<file path="config.mk">
export PLATFORM = sky130hd
export DESIGN_NAME = cache_fill_fsm
export DESIGN_NICKNAME = d
export VERILOG_FILES = /design/src/rtl/cache_pkg.sv /design/src/rtl/line_word_counter.sv /design/src/rtl/cache_fill_fsm.sv
export SDC_FILE = /design/constraint.sdc
export NUM_CORES = 1
export LEC_CHECK = 0
export BUFFER_PORTS_ARGS = -buffer_cell sky130_fd_sc_hd__buf_2
export CAP_MARGIN = 20
export CORE_UTILIZATION = 40
export DETAILED_ROUTE_END_ITERATION = 7
export PLACE_DENSITY = 0.94
export SLEW_MARGIN = 10
export SYNTH_ARGS = -nofsm -noshare
export SYNTH_HDL_FRONTEND = slang
export SYNTH_HIERARCHICAL = 1
export SYNTH_SLANG_ARGS = --single-unit
export TNS_END_PERCENT = 100
</file>
<file path="constraint.sdc">
create_clock -name clk -period 2.9 [get_ports clk]
set_input_delay 0.29 -clock clk [delete_from_list [all_inputs] [get_ports clk]]
set_output_delay 0.29 -clock clk [all_outputs]
set_load 0.03 [all_outputs]
</file>
<file path="src/rtl/cache_pkg.sv">
// rtl/cache_pkg.sv - shared state type, width helpers and default sizes for the cache fill controller
package cache_pkg;

  localparam int DEF_ADDR_W = 16;
  localparam int DEF_DATA_W = 16;
  localparam int DEF_WORDS  = 8;

  typedef enum logic [1:0] {
    IDLE = 2'd0,
    WB   = 2'd1,
    FILL = 2'd2
  } fill_state_e;

  // word index width inside a line
  function automatic int idx_w(input int words);
    return $clog2(words);
  endfunction

  // byte offset width inside a line
  function automatic int off_w(input int words, input int data_w);
    return $clog2(words) + $clog2(data_w / 8);
  endfunction

  // tag width left above the line offset
  function automatic int tag_w(input int addr_w, input int words, input int data_w);
    return addr_w - off_w(words, data_w);
  endfunction

endpackage

</file>
<file path="src/rtl/line_word_counter.sv">
// rtl/line_word_counter.sv - per-line word counter with sync clear and saturation at WORDS
module line_word_counter import cache_pkg::*; #(
  parameter  int WORDS = DEF_WORDS,
  localparam int CNT_W = idx_w(WORDS) + 1
) (
  input  logic             clk,
  input  logic             rst,
  input  logic             clr,
  input  logic             en,
  output logic [CNT_W-1:0] count
);

  localparam logic [CNT_W-1:0] FULL = CNT_W'(WORDS);

  // Count enabled events, holding at WORDS once the whole line has been seen
  always_ff @(posedge clk) begin
    if (rst || clr) begin
      count <= '0;
    end else if (en && (count != FULL)) begin
      count <= count + CNT_W'(1);
    end
  end

endmodule

</file>
<file path="src/rtl/cache_fill_fsm.sv">
// rtl/cache_fill_fsm.sv - cache line fill controller; dirty-victim writeback enabled by CACHE_FILL_WB_EN
module cache_fill_fsm import cache_pkg::*; #(
  parameter  int ADDR_W = DEF_ADDR_W,
  parameter  int DATA_W = DEF_DATA_W,
  parameter  int WORDS  = DEF_WORDS,
  localparam int IDX_W  = idx_w(WORDS),
  localparam int OFF_W  = off_w(WORDS, DATA_W),
  localparam int TAG_W  = tag_w(ADDR_W, WORDS, DATA_W)
) (
  input  logic              clk,
  input  logic              rst,
  input  logic              miss_detected,
  input  logic [ADDR_W-1:0] miss_address,
  input  logic              victim_dirty,
  input  logic [TAG_W-1:0]  victim_tag,
  input  logic [DATA_W-1:0] victim_data,
  input  logic [DATA_W-1:0] memory_data,
  input  logic              memory_data_valid,
  output logic              fsm_busy,
  output logic              mem_enable,
  output logic              mem_write,
  output logic [ADDR_W-1:0] memory_address,
  output logic [DATA_W-1:0] memory_wdata,
  output logic              write_data_array,
  output logic [IDX_W-1:0]  fill_word,
  output logic [IDX_W-1:0]  victim_word,
  output logic              write_tag_array,
  output logic              fill_done
);

  localparam int CNT_W  = IDX_W + 1;
  localparam int BYTE_W = OFF_W - IDX_W;
  localparam logic [CNT_W-1:0] LAST = CNT_W'(WORDS - 1);
  localparam logic [CNT_W-1:0] FULL = CNT_W'(WORDS);

  fill_state_e      state_q, state_d;
  logic [TAG_W-1:0] miss_tag_q;
  logic [CNT_W-1:0] iss, rcv;
  logic             start, iss_clr, iss_en, rcv_en;

`ifdef CACHE_FILL_WB_EN
  logic [TAG_W-1:0] vic_tag_q;
`endif

  // The data array consumes memory_data directly; only its strobe and index come from here
  logic unused_bits;
`ifdef CACHE_FILL_WB_EN
  assign unused_bits = ^{miss_address[OFF_W-1:0], memory_data};
`else
  assign unused_bits = ^{miss_address[OFF_W-1:0], memory_data, victim_dirty, victim_tag, victim_data};
`endif

  line_word_counter #(.WORDS(WORDS)) u_iss (
    .clk   (clk),
    .rst   (rst),
    .clr   (iss_clr),
    .en    (iss_en),
    .count (iss)
  );

  line_word_counter #(.WORDS(WORDS)) u_rcv (
    .clk   (clk),
    .rst   (rst),
    .clr   (start),
    .en    (rcv_en),
    .count (rcv)
  );

  // State register plus line tags captured in the detection cycle
  always_ff @(posedge clk) begin
    if (rst) begin
      state_q    <= IDLE;
      miss_tag_q <= '0;
`ifdef CACHE_FILL_WB_EN
      vic_tag_q  <= '0;
`endif
    end else begin
      state_q <= state_d;
      if (start) begin
        miss_tag_q <= miss_address[ADDR_W-1:OFF_W];
`ifdef CACHE_FILL_WB_EN
        vic_tag_q  <= victim_tag;
`endif
      end
    end
  end

  // Next state, request issue and fill receive; everything held low in a reset cycle
  always_comb begin
    state_d          = state_q;
    start            = 1'b0;
    iss_clr          = 1'b0;
    iss_en           = 1'b0;
    rcv_en           = 1'b0;
    fsm_busy         = 1'b0;
    mem_enable       = 1'b0;
    mem_write        = 1'b0;
    memory_address   = '0;
    memory_wdata     = '0;
    write_data_array = 1'b0;
    fill_word        = '0;
    victim_word      = '0;
    write_tag_array  = 1'b0;
    fill_done        = 1'b0;
    if (!rst) begin
      case (state_q)
        IDLE: begin
          if (miss_detected) begin
            fsm_busy = 1'b1;
            start    = 1'b1;
            iss_clr  = 1'b1;
`ifdef CACHE_FILL_WB_EN
            state_d  = victim_dirty ? WB : FILL;
`else
            state_d  = FILL;
`endif
          end
        end
`ifdef CACHE_FILL_WB_EN
        WB: begin
          fsm_busy       = 1'b1;
          mem_enable     = 1'b1;
          mem_write      = 1'b1;
          victim_word    = iss[IDX_W-1:0];
          memory_wdata   = victim_data;
          memory_address = ADDR_W'({vic_tag_q, iss[IDX_W-1:0]}) << BYTE_W;
          iss_en         = 1'b1;
          if (iss == LAST) begin
            iss_clr = 1'b1;
            state_d = FILL;
          end
        end
`endif
        FILL: begin
          fsm_busy = 1'b1;
          if (iss != FULL) begin
            mem_enable     = 1'b1;
            memory_address = ADDR_W'({miss_tag_q, iss[IDX_W-1:0]}) << BYTE_W;
            iss_en         = 1'b1;
          end
          if (memory_data_valid && (rcv != FULL)) begin
            write_data_array = 1'b1;
            fill_word        = rcv[IDX_W-1:0];
            rcv_en           = 1'b1;
            if (rcv == LAST) begin
              write_tag_array = 1'b1;
              fill_done       = 1'b1;
              state_d         = IDLE;
            end
          end
        end
        default: state_d = IDLE;
      endcase
    end
  end

endmodule

</file>
==> results.tsv, run 1 <==
metric	value	unit
postCtsSetupBuffers	0	
antenna_cells	0	
setup_violations	0	
synthesis.area	1350	sq um
via_per_inst	4.57	
ys_seq_area_share	31.2	%
synth_top_area_share	31.2	%
cts_tree	done	
finalMaxSlewViolations	0	
p_leak	0.000715	uW
avgSynthCellArea	9.29	sq um
hold_class	in -> reg	
reg2regPathDepth	5	
die-area	3600	sq um
initial_utilization	43.1	%
max_freq	0.469	GHz
whs_path_depth	2	
coreArea	3130	sq um
clk_pin_slew	110	ps
io_pins	109	
synth_area_leader_cell	dfxtp_1	
postPlaceCellArea	1480	sq um
cp-end-kind	primary output	
yosysUniqueCellTypes	33	
grt_pass1_vias	991	
pre_cts_ws	893	ps
fin_nets	252	
grt_first_pass_wirelength	4240	um
clk_latency	310	ps
run_status	finished, final reports clean	
drive_above_1_share	34.1	%
slew-limit-headroom	42.6	%
cp_max_fo	13	
grt_use_total	15.6	%
crit_type	reg -> out	
ctsHoldBuffers	0	
cap_violations	0	
drt_pre_antenna_iters	4	
grt_max_degree	25	
antenna_found_initial	0	
fin_worst_skew	0.970	ps
fin_crit_sh	73.6	%
vias	1032	
drc	0	
layout_setup_ws	766	ps
wl	2460	um
start_kind	flop	
row_count	20	
avgRoutedWirePerCell	10.9	um
peakVddDrop	0.000201	V
htreeDepth	1	
ys_warn_count	6	
synth-seq-cells	21	
first_iter_violations	29	
area_growth	12.1	%
rsz0062_at_grt	no	
ctsResizeCount	0	
die_w	60.0	um
numCtsBuffers	3	
design_area	1510	sq um
powerDensity	377	nW/um^2
cts.sinks	21	
antenna_left	0	
grt_overflow	0	
cts-root-buf	clkbuf_4	
whs	199	ps
critical_path_arrival	1840	ps
cp_data_required_time	2610	ps
clockBufferDepth	2	
max_slew.worst_pin.slew	861	ps
gp_congestion	0.788	
syn_inst	145	
die_h	60.0	um
dp_hpwl	1820	um
setup_tns	0	ps
synth_area_leaders	dfxtp_1 31%, buf_4 12%, mux2_2 10%, nor3b_1 6.7%, nor2b_1 6.0%	
fin_crit	2130	ps
port_buffers	38	
timing_hold_violations_final	0	
==> worst paths after layout <==
| check | start | endpoint | slack, ps |
|---|---|---|---|
| setup / recovery | state_q[1] | mem_enable | 770 |
| hold / removal | miss_address[6] | miss_tag_q[2] | 200 |
| setup reg to reg | state_q[1] | u_iss/count[3] | 1110 |
| hold reg to reg | u_rcv/count[0] | u_rcv/count[0] | 590 |
==> Yosys cell counts, drive strengths merged <==
master	n
a211oi	1
a21boi	4
a32oi	2
and2	3
and2b	3
and3	4
and3b	3
and4	1
buf	26
conb	1
dfxtp	21
ha	4
inv	6
mux2	12
nand2	2
nand2b	1
nand3	4
nand3b	2
nand4	2
nor2	5
nor2b	13
nor3	4
nor3b	13
nor4b	1
o21ai	4
or4b	1
xor2	2
==> metrics by stage <==
| step | utilization [%] | total power [uW] | instances |
|---|---|---|---|
| 6_report | 48.3 | 569 | 226 |
| 3_5_place_dp | 47.4 | 433 | 222 |
| 2_1_floorplan | - | 429 | 165 |
| 4_1_cts | 48.3 | 575 | 226 |
| 5_1_grt | 48.3 | 601 | 226 |
| 3_3_place_gp | 47.4 | 429 | 222 |
==> power breakdown <==
group / internal (uW) / switching (uW) / leakage [uW] / total, uW
Combinational: 37.4 / 77.5 / 0.000528 / 115
Clock: 53.7 / 89.5 / 0.0000150 / 143
Sequential: 303 / 8.05 / 0.000172 / 311
Total: 394 / 175 / 0.000715 / 569
==> final cells by class <==
type                       instances  area [sq um]
fill                             312          1620
multi-input combinational        112           788
sequential                        21           420
timing repair buffer              39           198
tap                               44          55.1
clock buffer                       4          26.3
inverter                           6          22.5
==> layer usage <==
metal  track usage [%]  vias to the layer above  part of all wire [%]
met5                 0                        -                     0
met4              6.98                        0                   1.8
met3              3.25                        5                   7.9
met2              26.7                       48                    44
met1              18.6                      447                    46
li1                  -                      532                     -
==> worst max-delay path, stage by stage (launching register included) <==
cell      delay (ps)
dfxtp_1          450
nand2b_1         320
nor2_1           480
buf_2            290
==> sequential cells by signal, summed over array words and instances (netlist names) <==
name and count:
miss_tag_q 12, u_iss/count 4, state_q 1, u_rcv/count 4
==> cells in the final DEF, fill, tap and decap left out, types with 3 or more instances in the layout <==
| cell type | instances |
|---|---|
| a21boi_0 | 4 |
| clkbuf_4 | 3 |
| nand3_1 | 4 |
| inv_1 | 6 |
| mux2_2 | 12 |
| o21ai_0 | 4 |
| and3_1 | 4 |
| conb_1 | 21 |
| nor3b_1 | 12 |
| and2_1 | 3 |
| nor2_1 | 5 |
| dfxtp_1 | 21 |
| buf_2 | 38 |
| nor2b_1 | 13 |
| ha_1 | 4 |
==> logic make-up after synthesis <==
kind of cell | count (synthesis) | share of synthesized area (%)
AND/OR/NAND/NOR | 62 | 32.0
buffers and inverters | 32 | 15.9
adder cells (fa/ha/maj) | 4 | 3.71
other | 1 | 0.278
multiplexers | 12 | 10.0
flip-flops | 21 | 31.2
AO/OA/AOI/OAI | 11 | 5.57
XOR/XNOR | 2 | 1.30
Power figures use the tool's default switching activity.
==> run 2: changes to the inputs <==
CORE_UTILIZATION = 35   (was 40)
PLACE_DENSITY = 0.88   (was 0.94)
clock period = 1.8 ns   (was 2.9 ns; I/O delays follow)
==> run 2 against run 1 <==
- cell area increased by 6.5%
- final cell count increased by 4.9%
- global-route usage is 1.7 points lower
- clock skew up 7.0 ps
- worst setup slack worse by 690 ps
- die area grew 14%
- via count increased by 4.3%
- sequential cell count did not move
- critical path type unchanged
- largest power group unchanged
==> results.tsv, run 2 (synthesis gave the netlist of run 1 again) <==
metric	value	unit	change
cap_violations	0		unchanged
layout_common_cells	38 x buf_2, 21 x conb_1, 19 x dfxtp_1		was 38 x buf_2, 21 x conb_1, 21 x dfxtp_1
cpMaxStageDelayCell	or4b_1		was nor2_1
powerDensity	629	nW/um^2	was 377 nW/um^2
wl	2650	um	was 2460 um
grt_first_pass_wirelength	4300	um	was 4240 um
hp-start	miss_address[14]		was miss_address[6]
rr_endpoint	u_rcv/count[3]		was u_iss/count[3]
top_register	miss_tag_q		unchanged
drc	0		unchanged
grt_use_total	13.9	%	was 15.6%
setup_violations	0		unchanged
hold_class	in -> reg		unchanged
cts.sinks	21		unchanged
whs_path_depth	2		unchanged
grt.busiest_layer	met2		unchanged
critical_path_arrival	1550	ps	was 1840 ps
clk_latency	270	ps	was 310 ps
area_growth	19.3	%	was 12.1%
fin_crit_sh	95.9	%	
htreeDepth	1		unchanged
initial_utilization	36.5	%	was 43.1%
largest_reg_flops	12		unchanged
p_leak	0.000762	uW	was 0.000715 uW
antenna_left	0		unchanged
cp_max_fo	7		was 13
start_kind	flop		unchanged
avgRoutedWirePerCell	11.2	um	was 10.9 um
reg2regPathDepth	5		unchanged
cts-root-buf	clkbuf_8		was clkbuf_4
gp_congestion	0.715		was 0.788
grt_overflow	0		unchanged
fin_nets	259		was 252
use_met3	3.57	%	was 3.25%
dp_hpwl	1970	um	was 1820 um
postPlaceCellArea	1560	sq um	was 1480 sq um
via_per_inst	4.54		was 4.57
fin_worst_skew	8.00	ps	was 0.970 ps
vias	1076		was 1032
cp_data_required_time	1620	ps	was 2610 ps
grt_max_degree	14		was 25
peakVddDrop	0.000298	V	was 0.000201 V
cp-end-kind	primary output		unchanged
die_h	64.1	um	was 60.0 um
coreArea	3690	sq um	was 3130 sq um
fin_crit	1730	ps	
layout_commonest_cell	buf_2		unchanged
power.total	1010	uW	was 569 uW
placed_cells	233		was 222
row_count	22		was 20
cts_tree	done		unchanged
grt_pass1_vias	934		was 991
antenna_found_initial	0		unchanged
postCtsSetupBuffers	0		unchanged
layout_setup_ws	73.0	ps	was 766 ps
fin_cells	237		was 226
finalMaxSlewViolations	0		unchanged
io_pins	109		unchanged
drt_pre_antenna_iters	4		unchanged
rsz0062_at_grt	no		unchanged
antenna_cells	0		unchanged
drive_above_1_share	39.2	%	was 34.1%
numCtsBuffers	3		unchanged
r2r_start	u_rcv/count[0]		was state_q[1]
grt_use_met1	17.0	%	was 18.6%
crit_type	reg -> out		unchanged
design_area	1610	sq um	was 1510 sq um
run_status	finished, final reports clean		unchanged
critPathMaxStageDelay	500	ps	was 480 ps
pre_cts_ws	189	ps	was 893 ps
timing_hold_violations_final	0		unchanged
r2r_slack	250	ps	was 1110 ps
port_buffers	38		unchanged
clockBufferDepth	2		unchanged
path_cells	or4b_1 -> and3_2 -> buf_2		was nand2b_1 -> nor2_1 -> buf_2
setup_tns	0	ps	unchanged
use_met2	21.5	%	was 26.7%
worstHoldEndpoint	miss_tag_q[10]		was miss_tag_q[2]
max_freq	0.579	GHz	
reg.largest.list	miss_tag_q: 12 flops, u_iss/count: 4 flops, u_rcv/count: 4 flops		unchanged
first_iter_violations	45		was 29
die-area	4100	sq um	was 3600 sq um
clk_pin_slew	80	ps	was 110 ps
ctsHoldBuffers	0		unchanged
die_w	64.1	um	was 60.0 um
run 2: cell count changes in the layout (fill, tap and decap cells not counted):
cell and change:
buf_4 +6, clkbuf_4 -3, clkbuf_8 +3, dfxtp_1 -2, dfxtp_2 +2, and3_1 -1
and3_2 +1, buf_12 +1, nand2b_1 -1, nand2b_2 +1, nor2_1 -1, nor2_2 +1
run 2: final cells by class:
cell class                 count  area, sq um
fill                         382         2080
timing repair buffer          46          263
multi-input combinational    112          795
clock buffer                   4         45.0
inverter                       6         22.5
sequential                    21          423
tap                           48         60.1
run 2: critical path: cells and delay by family (launching register included):
family,cells,cell delay (ps)
buffers and inverters,1,190
flip-flops,1,310
AND/OR/NAND/NOR,2,780
run 2: worst max-delay path by stage:
stage                       endpoint  slack [ps]  cells after the start      startpoint
global route              mem_enable           3                      3      state_q[1]
CTS                 write_data_array          20                      3  u_rcv/count[3]
finish              write_data_array          70                      3  u_rcv/count[0]
detailed placement    u_iss/count[3]         190                      5      state_q[1]
floorplan             u_rcv/count[3]         140                      5  u_rcv/count[0]
global placement      u_iss/count[3]         210                      5      state_q[1]
run 2: report_power, final:
part | total, uW | leakage [uW] | switching [uW] | internal [uW]
Combinational | 197 | 0.000567 | 128 | 69.2
Sequential | 500 | 0.000173 | 12.2 | 488
Clock | 315 | 0.0000228 | 157 | 158
Total | 1010 | 0.000762 | 297 | 715
run 2: what timing repair did:
action / in CTS / in global routing
pin swaps: 0 / 0
gates resized for setup: 1 / 3
endpoints found under the setup margin: 2 / 1
run 2: routing by layer:
metal / up-vias / share of wire [%]
li1: 545 / -
met5: - / 0
met1: 479 / 45
met2: 48 / 47
met3: 4 / 6.0
met4: 0 / 2.0
run 2: through the flow:
step	utilization (%)	hold WS (ps)
finish	43.6	133
global route	43.6	133
CTS	43.5	130
detailed placement	42.2	410
global placement	42.2	406
floorplan	-	251
